File: config.mk
export PLATFORM = sky130hd
export DESIGN_NAME = decoder_scan_nto2n
export DESIGN_NICKNAME = d
export VERILOG_FILES = /design/src/rtl/decoder_scan_nto2n.sv
export SDC_FILE = /design/constraint.sdc
export NUM_CORES = 1
export LEC_CHECK = 0
export ABC_AREA = 1
export CORE_AREA = 5 5 44 53
export DETAILED_ROUTE_END_ITERATION = 7
export DIE_AREA = 0 0 49 58
export SETUP_SLACK_MARGIN = 0.05
export SYNTH_ARGS = -nofsm -noshare
export SYNTH_HDL_FRONTEND = slang
export SYNTH_SLANG_ARGS = --single-unit
File: constraint.sdc
create_clock -name clk -period 1.27 [get_ports clk]
set_clock_uncertainty 0.15 [all_clocks]
set_input_delay 0.1905 -clock clk [delete_from_list [all_inputs] [get_ports clk]]
set_output_delay 0.1905 -clock clk [all_outputs]
set_load 0.02 [all_outputs]
File: src/rtl/decoder_scan_nto2n.sv
// decoder_scan_nto2n: parametrised N-to-2^N decoder with registered,
// active-low one-cold outputs. Direct mode decodes sel; scan mode sweeps
// the active output over 0..scan_last, one step every SCAN_DIV cycles.
module decoder_scan_nto2n #(
  parameter int N        = 2,
  parameter int SCAN_DIV = 4
) (
  input  logic              clk,
  input  logic              reset,
  input  logic              en,
  input  logic              mode,
  input  logic [N-1:0]      sel,
  input  logic [N-1:0]      scan_last,
  output logic [2**N-1:0]   Y,
  output logic [N-1:0]      idx,
  output logic              tick
);

  localparam int OUTS = 2**N;
  // Prescaler needs at least one bit even when SCAN_DIV = 1.
  localparam int PW = (SCAN_DIV > 1) ? $clog2(SCAN_DIV) : 1;
  localparam logic [PW-1:0] PRESC_LAST = PW'(SCAN_DIV - 1);

  // Registered copy of mode; only used to detect entry into scan mode.
  typedef enum logic {
    ST_DIRECT = 1'b0,
    ST_SCAN   = 1'b1
  } state_t;

  state_t          state_reg, state_next;
  logic [PW-1:0]   presc_reg, presc_next;
  logic [N-1:0]    idx_next;
  logic            tick_next;
  logic [OUTS-1:0] y_next;

  // State and output registers; reset clears everything immediately.
  always_ff @(posedge clk or posedge reset) begin
    if (reset) begin
      state_reg <= ST_DIRECT;
      presc_reg <= '0;
      idx       <= '0;
      tick      <= 1'b0;
      Y         <= '1;
    end else begin
      state_reg <= state_next;
      presc_reg <= presc_next;
      idx       <= idx_next;
      tick      <= tick_next;
      Y         <= y_next;
    end
  end

  // Next-state logic: direct decode, scan entry, frozen scan, scan step.
  always_comb begin
    state_next = mode ? ST_SCAN : ST_DIRECT;
    idx_next   = idx;
    presc_next = presc_reg;
    tick_next  = 1'b0;
    if (!mode) begin
      idx_next   = sel;
      presc_next = '0;
    end else if (state_reg == ST_DIRECT) begin
      // First scan cycle restarts the sweep from index 0.
      idx_next   = '0;
      presc_next = '0;
    end else if (en) begin
      if (presc_reg == PRESC_LAST) begin
        presc_next = '0;
        tick_next  = 1'b1;
        // Out-of-range index (scan_last lowered mid-scan) also wraps to 0.
        idx_next   = (idx >= scan_last) ? '0 : idx + N'(1);
      end else begin
        presc_next = presc_reg + PW'(1);
      end
    end
  end

  // One-cold decode of the upcoming index; blanked when en is low.
  generate
    for (genvar gi = 0; gi < OUTS; gi++) begin : g_dec
      assign y_next[gi] = ~(en & (idx_next == N'(gi)));
    end
  endgenerate

endmodule

# Word-level counts from Yosys, hierarchy flattened
# Cells that the tools add are included.
# word_totals
ff_bits,10
in_bits,8
output_inout_bits,7
word_cells,36
# op_classes
n_addsub,2
magnitude_cmp,1
eq_ne,5
mux,14
n_bitwise,8
reduce_logical,1
# op_table
op,count
two-way mux 2 bit,9
"== test 2 bit, second input constant",3
two-way mux 1 bit,5
"adder 2 x 1 -> 2 bit, second input constant",2
AND 1 bit,4
inverter 1 bit,4
"!= test 3 bit, second input constant",1
"== test 2 x 1 -> 1 bit, second input constant",1
greater-or-equal comparator 2 bit,1
zero test 2 bit,1

# Depth between registers and ports, before layout
# logic_depth
word_depth,9
ltp_mapped,10
mapped_depth_nobuf,10

# Least setup slack after synthesis
# OpenSTA, ideal clock, no wires.
# synth_path
path_kind,reg-to-reg
from,register idx[0]
to,register Y[1]
setup_time_ns,0.079
t_arrival_ns,1.278
required_time_ns,1.041
slack_ns,-0.237
path_stages_with_launch,9
n_path_buf,0
synth_period_minus_slack_ns,1.507
path_cell_list,dfrtp_1 > inv_1 > ha_1 > nand2_1 > nand3_1 > nand2_1 > nand2_2 > a21oi_2 > nand2_1
# synth_via
elab_chain_len,9
word_cells_on_any_way,10
classes_between,1 x add/sub; 1 x order compare; 1 x eq/ne; 5 x mux; 2 x bitwise
# synth_rtl
element,line,rtl
"start, declared",15,"output logic [N-1:0] idx,"
"start signal, assigned",47,idx <= idx_next;
adder 2 x 1 -> 2 bit / greater-or-equal comparator 2 bit (equally long branches),71,idx_next = (idx >= scan_last) ? '0 : idx + N'(1);
two-way mux 2 bit,71,
two-way mux 2 bit,67,if (presc_reg == PRESC_LAST) begin
two-way mux 2 bit (*),66,end else if (en) begin
two-way mux 2 bit (*),62,end else if (state_reg == ST_DIRECT) begin
two-way mux 2 bit (*),59,if (!mode) begin
== test 2 x 1 -> 1 bit (*),81,assign y_next[gi] = ~(en & (idx_next == N'(gi)));
AND 1 bit (*),81,
inverter 1 bit (*),81,
via y_next[1],34,logic [OUTS-1:0] y_next;
"end signal, assigned",49,Y <= y_next;
"end, declared",14,"output logic [2**N-1:0] Y,"
# The timed path passes the listed nets; every way through them passes the cells marked *.
# A chain may end at the register's enable or synchronous reset.

# Worst setup path in the final report
# layout_path
from,register idx[0]
to,register Y[3]
# layout_via
elab_chain_len,9
word_cells_on_any_way,10
classes_between,1 x add/sub; 1 x order compare; 1 x eq/ne; 5 x mux; 2 x bitwise
# layout_rtl
element,line
adder 2 x 1 -> 2 bit / greater-or-equal comparator 2 bit (equally long branches),71
two-way mux 2 bit,71
two-way mux 2 bit,67
two-way mux 2 bit (*),66
two-way mux 2 bit (*),62
two-way mux 2 bit (*),59
== test 2 bit (*),81
AND 1 bit (*),81
inverter 1 bit (*),81
via y_next[3],34
# Marks and branches as above.

==> qor.yml <==
status: "finished with violations"
violations: "setup timing"
ioPinCount: 15
cts.sinks: 10
rr_startpoint: "idx[0]"
placementRows: 17
final_util_pct: 47.7
place_ws_ps: -445
fmax_ghz: 0.697
cts_buffers: 3
setup_ws_ps: -165
place.gp.congestion: 0.712
slew_headroom_pct: 74.8
ctsHoldBuffers: 0
detail-route-antenna-nets: 0
multiInputGateArea_um2: 263
gr-total-overflow: 0
reg2reg_depth: 9
r2r_end: "Y[3]"
period_needed_ps: 1430
cts_max_path_buffers: 2
wl_um: 1150
antenna_found_initial: 0
cp-end-kind: "flip-flop"
dieArea_um2: 2840
die_height_um: 58
cts_tree: "yes"
synth_cell_types: 15
drv_cap: 0
initial_core_util_pct: 27.7
syn_inst: 56
drc: 0
critPathArrivalTime_ps: 1470
r2r_setup_slack_ps: -160
clkLatencyLatePin_ps: 260
tns_ps: -814
power.density_nw_per_um2: 957
syn_area_um2: 495
grt_max_degree: 11
syn_to_final_growth_pct: 72.0
worstSetupStartpoint: "idx[0]"
vias: 452
ys_warn_count: 0
grt_use_total_pct: 8.97
max_slew.worst_pin.slew_ps: 378
leakagePower_nw: 0.414
critPathMaxFanout: 3
worst-setup-path-type: "reg2reg"
ys_seq_elements: 10
die_w_um: 49
diodes: 0
drv_slew: 0
start_kind: "flip-flop"
hpwl_um: 810
rsz0062_at_grt: "true"
yosysSeqAreaShare_pct: 51.5
syn_area_per_cell_um2: 8.85
critPathRequiredTime_ps: 1310
cts_root_buffer: "clkbuf_4"
grt_pass1_wl_um: 2020
drt-pass1-iter-count: 2
drive_above_1_share_pct: 58.1
initialDrtViolationCount: 1
post_drt_wl_per_cell_um: 11.0
path_clk_slew_ps: 70
setup_viol: 7
min_path_type: "in2async"
synth.net_count: 67
finalCritPeriodShare_pct: 113
hold_viol: 0
ir_worst_vdd_v: 0.000677
seq_area_um2: 258
grt_pass1_vias: 465
cts_max_level: 1
fillers: 172
largest_register_ffs: 4
port_buffers: 14
nNetsFinal: 98
viasPerCell: 4.30
core-area_um2: 1790
endpoint: "Y[3]"
[report_power, final]
group / switching (mW) / leakage (nW) / total [mW] / internal [mW]
sequential: 0.0104 / 0.118 / 0.349 / 0.339
combinational: 0.0905 / 0.276 / 0.185 / 0.0943
clock: 0.108 / 0.0210 / 0.282 / 0.174
[cells by family after synthesis]
kind of cell,synth area share [%]
buffers and inverters,8.33
xor gates and xnor gates,1.77
AOI/OAI and AO/OA,2.78
DFF,51.5
adders and majority gates,7.58
and+or+nand+nor,28.0
[layout by cell type (no fill, tap or decap)]
master,instances
clkbuf_8,1
a21oi_1,1
nor2_2,2
nand3_2,2
nand3_1,1
buf_2,1
dfrtp_2,2
ha_2,1
nand4_1,1
dlygate4sd2_1,1
buf_4,12
inv_2,5
xnor2_1,1
dfstp_2,4
nor2_1,1
dfrtp_1,4
clkbuf_4,3
clkdlybuf4s50_1,7
nand2_2,7
nor3_4,1
ha_4,2
nand2_4,1
a21oi_4,1
buf_6,5
inv_1,6
nand2_1,13
[area by class of cell]
| cell class | count | share of cell area (%) |
|---|---|---|
| Multi-Input combinational cell | 35 | 30.8 |
| Sequential cell | 10 | 30.2 |
| Timing Repair Buffer | 26 | 27.0 |
| Inverter | 11 | 4.85 |
| Clock buffer | 4 | 4.26 |
| Tap cell | 19 | 2.79 |
[metal layers]
layer	vias to the layer above	wire (µm)	GRT usage (%)
li1	230	-	-
met4	0	13	4.62
met1	211	454	9.79
met2	9	638	15.3
met3	2	47	3.08
met5	-	0	0
[worst min-delay path by stage]
stage | from | to | slack, ps
5_1_grt | reset | tick | 70
4_1_cts | reset | state_reg | 60
6_report | reset | state_reg | 50
3_3_place_gp | reset | tick | 340
2_1_floorplan | reset | presc_reg[0] | -120
3_5_place_dp | reset | tick | 340
[synth_stat cells]
master / number / area [µm²]
nand2_1: 16 / 60.1
a21oi_2: 1 / 8.76
xnor2_1: 1 / 8.76
nand3_1: 3 / 15.0
dfrtp_1: 6 / 150
ha_1: 3 / 37.5
dfstp_2: 4 / 105
nand2_2: 4 / 25.0
nand2_4: 1 / 11.3
a21oi_1: 1 / 5.00
inv_1: 11 / 41.3
nor3_1: 1 / 5.00
nor2_2: 2 / 12.5
nand4_1: 1 / 6.26
nor2_1: 1 / 3.75
[per-stage QoR]
step	hold WS (ps)	power [mW]	instance area [µm²]	instances
floorplan	-122	0.429	510	56
global placement	337	0.506	742	98
detailed placement	342	0.508	742	98
CTS	55.4	0.817	831	105
global route	73.8	0.865	852	105
finish	49.7	0.816	852	105
[worst max-delay path, stage by stage (launching register included)]
cell	delay, ps
dfrtp_2	380
inv_2	50
buf_4	120
buf_4	120
nand2_1	50
nand2_1	60
nor2_2	110
nand2_2	100
a21oi_4	150
nand2_1	70
[timing repair]
action	in CTS	in global routing
resized for setup	39	10
buffers inserted	3	0
pin swaps	11	7
setup endpoints to repair	14	14
endpoints found under the hold margin	0	0
Note: power is estimated with default switching activity, not from simulation.
